==> src/rtl/alu_add_accumulator.sv <==
// Sequencing stage around a 16-bit adder: sums bursts of N_OPS operands and hands out sum plus flags.
// Define ALU_ACC_SAT_EN to clamp the accumulator to the signed range on overflow instead of wrapping.
module alu_add_accumulator #(
    parameter int unsigned N_OPS = 4
) (
    input  logic        clk,
    input  logic        rst_n,
    input  logic        in_valid,
    output logic        in_ready,
    input  logic [15:0] in_data,
    input  logic        flush,
    output logic [15:0] add_x,
    output logic [15:0] add_y,
    input  logic [15:0] add_z,
    input  logic        add_carry,
    input  logic        add_overflow,
    output logic        out_valid,
    input  logic        out_ready,
    output logic [15:0] out_sum,
    output logic [4:0]  out_flags
);

    typedef enum logic {
        ACC  = 1'b0,
        HOLD = 1'b1
    } state_t;

    localparam logic [7:0] LAST_CNT = 8'(N_OPS - 1);

    state_t      state_q, state_d;
    logic [15:0] acc_q, acc_d;
    logic [7:0]  cnt_q, cnt_d;
    logic        stkCarry_q, stkCarry_d;
    logic        stkOvf_q, stkOvf_d;
    logic [15:0] outSum_q, outSum_d;
    logic [4:0]  outFlags_q, outFlags_d;

    logic        accept;
    logic        finish;
    logic [15:0] beatSum;
    logic [15:0] finalAcc;
    logic        finalCarry;
    logic        finalOvf;

    assign add_x     = acc_q;
    assign add_y     = in_data;
    assign in_ready  = (state_q == ACC);
    assign out_valid = (state_q == HOLD);
    assign out_sum   = outSum_q;
    assign out_flags = outFlags_q;

    // Value the accumulator takes on an accepted beat; the clamp follows the sign of the running total.
    always_comb begin
        beatSum = add_z;
`ifdef ALU_ACC_SAT_EN
        if (add_overflow) begin
            beatSum = add_x[15] ? 16'h8000 : 16'h7FFF;
        end
`endif
    end

    always_comb begin
        state_d    = state_q;
        acc_d      = acc_q;
        cnt_d      = cnt_q;
        stkCarry_d = stkCarry_q;
        stkOvf_d   = stkOvf_q;
        outSum_d   = outSum_q;
        outFlags_d = outFlags_q;

        accept     = (state_q == ACC) && in_valid;
        finalAcc   = accept ? beatSum : acc_q;
        finalCarry = stkCarry_q | (accept & add_carry);
        finalOvf   = stkOvf_q | (accept & add_overflow);
        finish     = (accept && (cnt_q == LAST_CNT)) ||
                     ((state_q == ACC) && flush && (accept || (cnt_q != 8'd0)));

        case (state_q)
            ACC: begin
                if (finish) begin
                    state_d    = HOLD;
                    outSum_d   = finalAcc;
                    outFlags_d = {finalAcc[15], ~|finalAcc, finalCarry, ~^finalAcc, finalOvf};
                    acc_d      = 16'h0000;
                    cnt_d      = 8'd0;
                    stkCarry_d = 1'b0;
                    stkOvf_d   = 1'b0;
                end else if (accept) begin
                    acc_d      = beatSum;
                    cnt_d      = cnt_q + 8'd1;
                    stkCarry_d = finalCarry;
                    stkOvf_d   = finalOvf;
                end
            end
            HOLD: begin
                if (out_ready) begin
                    state_d = ACC;
                end
            end
            default: state_d = ACC;
        endcase
    end

    always_ff @(posedge clk) begin
        if (!rst_n) begin
            state_q    <= ACC;
            acc_q      <= 16'h0000;
            cnt_q      <= 8'd0;
            stkCarry_q <= 1'b0;
            stkOvf_q   <= 1'b0;
            outSum_q   <= 16'h0000;
            outFlags_q <= 5'b00000;
        end else begin
            state_q    <= state_d;
            acc_q      <= acc_d;
            cnt_q      <= cnt_d;
            stkCarry_q <= stkCarry_d;
            stkOvf_q   <= stkOvf_d;
            outSum_q   <= outSum_d;
            outFlags_q <= outFlags_d;
        end
    end

endmodule
==> config.mk <==
export PLATFORM = sky130hd
export DESIGN_NAME = alu_add_accumulator
export DESIGN_NICKNAME = d
export VERILOG_FILES = /design/src/rtl/alu_add_accumulator.sv
export SDC_FILE = /design/constraint.sdc
export NUM_CORES = 1
export LEC_CHECK = 0
export BUFFER_PORTS_ARGS = -buffer_cell sky130_fd_sc_hd__buf_4
export CORE_MARGIN = 3
export CORE_UTILIZATION = 42
export DETAILED_ROUTE_END_ITERATION = 8
export HOLD_SLACK_MARGIN = 0.1
export PLACE_DENSITY = 0.75
export SYNTH_ARGS = -nofsm -noshare
export SYNTH_HDL_FRONTEND = slang
export SYNTH_SLANG_ARGS = --single-unit
==> constraint.sdc <==
create_clock -name clk -period 2.43 [get_ports clk]
set_input_delay 0.486 -clock clk [delete_from_list [all_inputs] [get_ports clk]]
set_output_delay 0.486 -clock clk [all_outputs]
set_load 0.01 [all_outputs]
==> impl_metrics.env, run 1 <==
export IMPL_crit_arrival_ns=2.36
export IMPL_drt_total_wl_microns=4710
export IMPL_layout_drive_gt1_share=0.316
export IMPL_syn_avg_cell_area_sq_um=9.54
export IMPL_n_fill_cell=453
export IMPL_cts_hold_buf=0
export IMPL_power_leakage_nw=1.30
export IMPL_postRouteAntennaNets=0
export IMPL_start_util=0.445
export IMPL_grt_max_degree=27
export IMPL_fp_dieW_microns=77.5
export IMPL_dr_first_iter_drc_count=122
export IMPL_clock_latency_ns=0.31
export IMPL_power_mw=1.89
export IMPL_ios=94
export IMPL_avgRoutedWirePerCell_microns=13.5
export IMPL_crit_type="register to register"
export IMPL_fin_crit_ns=2.13
export IMPL_die_y_microns=77.5
export IMPL_nets=330
export IMPL_skew_ns=0.0124
export IMPL_final_cell_mix="buf_4 (76), dfxtp_1 (47), nand2_1 (30)"
export IMPL_cts_root_buf="clkbuf_8"
export IMPL_hold_violations=0
export IMPL_worstHoldPathType="input pin to register"
export IMPL_vias=1710
export IMPL_worstSetupEndpointType="register"
export IMPL_cts_buffers=5
export IMPL_antenna_found_initial=0
export IMPL_crit_path_max_incr_delay_ns=0.59
export IMPL_syn_area_sq_mm=0.00215
export IMPL_gr_usage_met1=0.222
export IMPL_place_hpwl_microns=3440
export IMPL_ys_types=32
export IMPL_port_buffers=61
export IMPL_synthesis_nets=274
export IMPL_p_per_area_mw_per_mm2=694
export IMPL_cp_required_ns=2.65
export IMPL_drc=0
export IMPL_worst_pin_slew_ns=0.536
export IMPL_clk_path_buf_depth=2
export IMPL_seqCellArea_sq_um=941
export IMPL_fmax_mhz=469
export IMPL_slew_viol_final=0
export IMPL_crit_slowest_cell="o21ba_1"
export IMPL_cap_violations=0
export IMPL_dr_pass1_iters=4
export IMPL_setup_viol=0
export IMPL_antenna_cells=0
export IMPL_die_area_sq_mm=0.00600
export IMPL_critPathLaunchType="register"
export IMPL_crit_chain="nor4_4 > a311oi_2 > o21ba_1 > nand2_4 > a311oi_1"
export IMPL_avgViaCountPerCell=4.90
export IMPL_yosysWarningCount=0
export IMPL_clock_sinks=47
export IMPL_met2_usage=0.255
export IMPL_multi_input_area_sq_mm=0.00101
export IMPL_fin_crit_sh=0.878
export IMPL_grt_busiest_layer="met2"
export IMPL_status="finished clean"
export IMPL_grt_pass1_vias=1693
export IMPL_cts_tree="built"
export IMPL_cts_setup_buffers=0
export IMPL_rows=25
export IMPL_core_sq_mm=0.00482
export IMPL_irDropWorstVdd_v=0.000473
export IMPL_cp_num_buf_inv=0
export IMPL_cp_top_family="compound AO/OA/AOI/OAI gates"
export IMPL_met3_usage=0.0661
export IMPL_path_max_fanout=26
export IMPL_grt_pass1_wl_microns=8170
export IMPL_final_common_cell="buf_4"
export IMPL_synthCells=225
export IMPL_syn2layout_area_growth_pct=27.1
export IMPL_clkTransAtPathRegs_ns=0.09
export IMPL_tns_ns=0
export IMPL_grt_overflow=0
export IMPL_ys_ff_latch=47
export IMPL_grt_setup_unrepaired="false"
export IMPL_globalRouteTotalUtil=0.169
export IMPL_routabilityCongestion=0.739
export IMPL_ys_seq_area_frac=0.438
export IMPL_htreeDepth=2
export IMPL_slew_headroom=0.642
-- repair_timing --
item / 4_1_cts / 5_1_grt
setup endpoints to repair: 0 / 3
hold endpoints to repair: 0 / 0
resized for setup: 0 / 1
-- registers in the layout, indices dropped and copies added (netlist names) --
signal      count
stkOvf_q        1
cnt_q           8
out_flags       4
stkCarry_q      1
out_valid       1
add_x          16
out_sum        16
-- cell usage after synthesis --
library cell / instances / share of area
and3_1: 1 / 0.0029
mux2i_1: 16 / 0.075
nor2b_1: 1 / 0.0029
o21ai_0: 3 / 0.0070
a32oi_1: 1 / 0.0041
and2_1: 1 / 0.0029
xnor2_1: 9 / 0.037
a311oi_1: 1 / 0.0041
buf_4: 19 / 0.066
o211a_1: 11 / 0.051
nand3_1: 2 / 0.0047
nand2_2: 1 / 0.0029
nor4_4: 1 / 0.0099
inv_1: 4 / 0.0070
a21oi_1: 6 / 0.014
o21ba_1: 1 / 0.0047
and2b_1: 1 / 0.0035
or3_1: 10 / 0.029
a21boi_1: 8 / 0.028
ha_1: 10 / 0.058
buf_6: 1 / 0.0052
nor2_1: 24 / 0.042
nor3_1: 1 / 0.0023
nand2_1: 30 / 0.052
buf_2: 6 / 0.014
nand4_1: 3 / 0.0087
o21bai_1: 1 / 0.0035
clkbuf_1: 2 / 0.0035
a21boi_0: 1 / 0.0035
a311oi_2: 1 / 0.0070
xor2_1: 1 / 0.0041
dfxtp_1: 47 / 0.44
-- worst register-to-register path: cells and delay by family (launching register included) --
kind            cells  cell delay [ns]
flops               1             0.38
simple gates        2             0.62
compound gates      3             1.03
-- cells by family (layout without fill, tap and decap cells) --
family                     Yosys count  after routing  share of synthesized area
AOI/OAI and AO/OA                   34             34                      0.127
xor gates and xnor gates            10             10                     0.0408
adders and majority gates           10             10                     0.0583
buffers and inverters               32             89                     0.0962
DFF                                 47             47                      0.438
muxes                               16             16                     0.0746
and+or+nand+nor                     76             76                      0.164
-- final cells by class --
class / instances / share of cell area
clock buffer: 5 / 0.0252
inverter: 4 / 0.00550
timing repair buffer: 77 / 0.217
clock inverter: 3 / 0.00826
sequential: 47 / 0.345
tap: 67 / 0.0307
multi-input combinational: 146 / 0.369
-- where the power goes --
part | total (mW) | switching [mW] | internal [mW] | leakage [nW]
Sequential | 0.873 | 0.0375 | 0.835 | 0.384
Clock | 0.489 | 0.283 | 0.206 | 0.0485
Combinational | 0.531 | 0.253 | 0.279 | 0.865
-- through the flow --
stage,setup slack [ns],std cells,utilization,hold WS (ns),area [sq um]
floorplan,0.00389,225,-,0.439,2150
global placement,0.0553,341,0.546,0.442,2630
detailed placement,0.0494,341,0.546,0.446,2630
CTS,0.113,349,0.565,0.422,2720
global route,0.0371,349,0.566,0.433,2730
finish,0.296,349,0.566,0.427,2730
-- per-layer routing --
layer | routed length [microns] | part of all wire | vias up
met3 | 416 | 0.088 | 14
li1 | - | - | 862
met4 | 64 | 0.014 | 0
met1 | 2130 | 0.45 | 780
met5 | 0 | 0 | -
met2 | 2100 | 0.45 | 54
-- final timing paths --
| path | from | end | slack (ns) | cells past startpoint |
|---|---|---|---|---|
| max reg2reg | cnt_q[2] | cnt_q[3] | 0.30 | 5 |
| min | add_carry | stkCarry_q | 0.43 | 3 |
| max | cnt_q[2] | cnt_q[3] | 0.30 | 5 |
| min reg2reg | out_sum[12] | out_sum[12] | 0.45 | 2 |
(Power assumes the default switching activity.)
==> inputs of run 2 (changes only) <==
--- a/config.mk
+++ b/config.mk
@@ -6,7 +6,6 @@
 export NUM_CORES = 1
 export LEC_CHECK = 0
 export BUFFER_PORTS_ARGS = -buffer_cell sky130_fd_sc_hd__buf_4
-export CORE_MARGIN = 3
 export CORE_UTILIZATION = 42
 export DETAILED_ROUTE_END_ITERATION = 8
 export HOLD_SLACK_MARGIN = 0.1
==> impl_metrics.env, run 2 (same netlist as run 1, synthesis figures left out) <==
export IMPL_port_buffers=61
export IMPL_globalRouteTotalUtil=0.186
export IMPL_grt_pass1_wl_microns=7620
export IMPL_postRouteAntennaNets=0
export IMPL_fin_crit_ns=2.14
export IMPL_multi_input_area_sq_mm=0.00100
export IMPL_syn2layout_area_growth_pct=25.8
export IMPL_rows=25
export IMPL_avgRoutedWirePerCell_microns=13.6
export IMPL_p_per_area_mw_per_mm2=689
export IMPL_crit_type="register to register"
export IMPL_skew_ns=0.00876
export IMPL_slew_viol_final=0
export IMPL_final_common_cell="buf_4"
export IMPL_nets=328
export IMPL_finish_utilization=0.561
export IMPL_grt_setup_unrepaired="false"
export IMPL_ios=94
export IMPL_timing_hold_ws_ns=0.448
export IMPL_hold_violations=0
export IMPL_final_cell_mix="buf_4 (74), dfxtp_1 (47), nand2_1 (30)"
export IMPL_fin_crit_sh=0.881
export IMPL_worst_pin_slew_ns=0.512
export IMPL_clkTransAtPathRegs_ns=0.09
export IMPL_layout_setup_ws_ns=0.290
export IMPL_critPathLaunchType="register"
export IMPL_grt_pass1_vias=1642
export IMPL_cts_hold_buf=0
export IMPL_cts_setup_buffers=0
export IMPL_n_fill_cell=473
export IMPL_dr_first_iter_drc_count=106
export IMPL_dr_pass1_iters=4
export IMPL_path_max_fanout=25
export IMPL_crit_arrival_ns=2.36
export IMPL_layout_drive_gt1_share=0.314
export IMPL_fp_dieW_microns=73.5
export IMPL_fin_area_sq_mm=0.00270
export IMPL_place_hpwl_microns=3480
export IMPL_htreeDepth=2
export IMPL_drt_total_wl_microns=4720
export IMPL_grt_overflow=0
export IMPL_irDropWorstVdd_v=0.000538
export IMPL_power_leakage_nw=1.28
export IMPL_fmax_mhz=467
export IMPL_setup_viol=0
export IMPL_clock_latency_ns=0.30
export IMPL_antenna_cells=0
export IMPL_cts_resized_gates=0
export IMPL_antenna_found_initial=0
export IMPL_pre_cts_ws_ns=0.0222
export IMPL_routabilityCongestion=0.803
export IMPL_drc=0
export IMPL_cp_required_ns=2.65
export IMPL_avgViaCountPerCell=4.89
export IMPL_slew_headroom=0.658
export IMPL_vias=1696
export IMPL_worstHoldPathType="input pin to register"
export IMPL_cts_root_buf="clkbuf_8"
export IMPL_clk_path_buf_depth=2
export IMPL_tns_ns=0
export IMPL_grt_max_degree=27
export IMPL_cts_buffers=5
export IMPL_start_util=0.445
export IMPL_cap_violations=0
export IMPL_worstSetupEndpointType="register"
export IMPL_die_y_microns=73.5
export IMPL_core_sq_mm=0.00482
export IMPL_postPlaceCellArea_sq_mm=0.00262
export IMPL_status="finished clean"
export IMPL_clock_sinks=47
export IMPL_cts_tree="built"
export IMPL_seqCellArea_sq_um=941
export IMPL_die_area_sq_mm=0.00540
run 2: path summary, 6_finish.rpt:
| path | startpoint | to | slack (ns) | cells after the start |
|---|---|---|---|---|
| setup / recovery | out_valid | out_flags[1] | 0.29 | 9 |
| hold / removal | add_overflow | stkOvf_q | 0.45 | 3 |
| setup reg to reg | out_valid | out_flags[1] | 0.29 | 9 |
| hold reg to reg | out_sum[12] | out_sum[12] | 0.45 | 2 |
run 2: critical path, cell delays in order, from the launching register on:
cell	delay [ns]
dfxtp_1	0.33
nor2b_2	0.15
buf_12	0.20
mux2i_1	0.34
ha_1	0.32
xnor2_1	0.20
xnor2_1	0.16
xnor2_1	0.14
nand2_1	0.06
a21boi_0	0.16
run 2: metrics by stage:
step | power [mW] | instances
after global routing | 1.96 | 347
final | 1.86 | 347
after floorplan | 1.24 | 225
after detailed placement | 1.42 | 339
after global placement | 1.41 | 339
after CTS | 1.88 | 347
run 2: cell type report:
cell class                 count  area share
multi-input combinational    146       0.371
sequential                    47       0.348
timing repair buffer          75       0.213
tap                           67      0.0310
clock buffer                   5      0.0255
clock inverter                 3     0.00556
inverter                       4     0.00556
run 2: metal layers:
metal	GRT usage	vias up	wire [microns]
met5	0	-	0
met3	0.0604	10	372
met2	0.278	58	2090
li1	-	855	-
met1	0.245	773	2190
met4	0.0769	0	77
run 2: power breakdown:
| part | internal, mW | leakage (nW) | switching, mW |
|---|---|---|---|
| clock network | 0.197 | 0.0477 | 0.260 |
| registers | 0.835 | 0.384 | 0.0373 |
| logic | 0.276 | 0.850 | 0.255 |
| total | 1.31 | 1.28 | 0.553 |
==> inputs of run 3 (changes only) <==
--- a/config.mk
+++ b/config.mk
@@ -10,6 +10,7 @@
 export DETAILED_ROUTE_END_ITERATION = 8
 export HOLD_SLACK_MARGIN = 0.1
 export PLACE_DENSITY = 0.75
+export RECOVER_POWER = 50
 export SYNTH_ARGS = -nofsm -noshare
 export SYNTH_HDL_FRONTEND = slang
 export SYNTH_SLANG_ARGS = --single-unit
==> impl_metrics.env, run 3 (same netlist as run 1, synthesis figures left out) <==
export IMPL_avgViaCountPerCell=4.89
export IMPL_irDropWorstVdd_v=0.000519
export IMPL_start_util=0.445
export IMPL_final_cell_mix="dfxtp_1 (47), buf_4 (39), clkbuf_1 (35)"
export IMPL_place_hpwl_microns=3480
export IMPL_routabilityCongestion=0.803
export IMPL_rows=25
export IMPL_slew_headroom=0.658
export IMPL_slew_viol_final=0
export IMPL_cts_hold_buf=0
export IMPL_path_max_fanout=25
export IMPL_dr_pass1_iters=4
export IMPL_crit_type="register to register"
export IMPL_multi_input_area_sq_mm=0.00100
export IMPL_ios=94
export IMPL_nets=328
export IMPL_grt_pass1_wl_microns=7620
export IMPL_seqCellArea_sq_um=941
export IMPL_final_common_cell="dfxtp_1"
export IMPL_crit_top_cell="xnor2_1"
export IMPL_fmax_mhz=464
export IMPL_p_int_mw=1.27
export IMPL_drc=0
export IMPL_worstSetupEndpointType="register"
export IMPL_p_switching_mw=0.547
export IMPL_antenna_found_initial=0
export IMPL_pwr_share_comb=0.270
export IMPL_clk_path_buf_depth=2
export IMPL_p_clk_frac=0.250
export IMPL_cts_root_buf="clkbuf_8"
export IMPL_crit_slowest_cell="mux2i_1"
export IMPL_p_per_area_mw_per_mm2=706
export IMPL_clkTransAtPathRegs_ns=0.09
export IMPL_n_fill_cell=509
export IMPL_grt_pass1_vias=1642
export IMPL_crit_arrival_ns=2.38
export IMPL_htreeDepth=2
export IMPL_switching_share=0.302
export IMPL_core_sq_mm=0.00482
export IMPL_power_mw=1.81
export IMPL_status="finished clean"
export IMPL_die_y_microns=73.5
export IMPL_timing_hold_ws_ns=0.450
export IMPL_crit_chain="nor2b_2 > buf_12 > mux2i_1 > ha_1 > xnor2_1 > xnor2_1 > xnor2_1 > nand2_1 > a21boi_0"
export IMPL_grt_overflow=0
export IMPL_skew_ns=0.00896
export IMPL_postRouteAntennaNets=0
export IMPL_avgRoutedWirePerCell_microns=13.5
export IMPL_worstHoldPathType="input pin to register"
export IMPL_grt_max_degree=27
export IMPL_cts_buffers=5
export IMPL_clock_sinks=47
export IMPL_drt_total_wl_microns=4690
export IMPL_fin_crit_ns=2.15
export IMPL_antenna_cells=0
export IMPL_cap_violations=0
export IMPL_crit_path_max_incr_delay_ns=0.35
export IMPL_globalRouteTotalUtil=0.186
export IMPL_cp_top_family="XOR/XNOR gates"
export IMPL_syn2layout_area_growth_pct=19.7
export IMPL_worst_pin_slew_ns=0.511
export IMPL_grt_setup_unrepaired="false"
export IMPL_tns_ns=0
export IMPL_seqPwrFrac=0.480
export IMPL_vias=1698
export IMPL_cp_num_buf_inv=1
export IMPL_dr_first_iter_drc_count=84
export IMPL_die_area_sq_mm=0.00540
export IMPL_setup_viol=0
export IMPL_layout_drive_gt1_share=0.189
export IMPL_fin_crit_sh=0.887
export IMPL_clock_latency_ns=0.30
export IMPL_critPathLaunchType="register"
export IMPL_fp_dieW_microns=73.5
export IMPL_port_buffers=61
export IMPL_hold_violations=0
export IMPL_cp_required_ns=2.65
export IMPL_cts_tree="built"
export IMPL_power_leakage_nw=1.14
[run 3: changes by cell type in the layout (fill, tap and decap cells not counted)]
cell	before	now
clkbuf_1	0	35
buf_4	74	39
[run 3: timing repair]
item                                    4_1_cts  5_1_grt
resized for setup                             0        1
setup buffers                                 0        0
endpoints found under the setup margin        0        1
[run 3: worst paths after layout]
| path | from | end | slack, ns | cells after the start |
|---|---|---|---|---|
| max | out_valid | out_flags[1] | 0.28 | 9 |
| min | add_overflow | stkOvf_q | 0.45 | 3 |
| max reg2reg | out_valid | out_flags[1] | 0.28 | 9 |
| min reg2reg | out_sum[12] | out_sum[12] | 0.45 | 2 |
[run 3: power groups by stage]
stage	clock, mW	combinational (mW)	sequential [mW]
after global routing	0.505	0.537	0.879
after detailed placement	0	0.532	0.890
after floorplan	0	0.322	0.914
final	0.454	0.489	0.871
after CTS	0.468	0.535	0.873
after global placement	0	0.524	0.891
[run 3: worst reg2reg max path, stage by stage (launching register included)]
cell      delay (ns)
dfxtp_1         0.33
nor2b_2         0.15
buf_12          0.21
mux2i_1         0.35
ha_1            0.32
xnor2_1         0.20
xnor2_1         0.16
xnor2_1         0.14
nand2_1         0.06
a21boi_0        0.16
[run 3: per-stage QoR]
step                instance area, sq um  utilization  setup slack, ns  cells
global route                        2570        0.533            0.117    347
floorplan                           2150            -          0.00389    225
detailed placement                  2620        0.543           0.0222    339
CTS                                 2700        0.561            0.125    347
finish                              2570        0.533            0.275    347
global placement                    2620        0.543           0.0667    339
[run 3: cell type report]
cell class / count / share of cell area
clock buffers: 5 / 0.0268
clock inverters: 3 / 0.00585
inverters: 4 / 0.00585
multi-input cells: 146 / 0.390
flip-flops and latches: 47 / 0.366
well taps: 67 / 0.0326
repair buffers: 75 / 0.173
[run 3: routing by layer]
layer	track usage	wire length [microns]	vias up
met5	0	0	-
met4	0.0769	65	0
met3	0.0604	384	8
met2	0.278	2070	58
met1	0.245	2170	778
li1	-	-	854
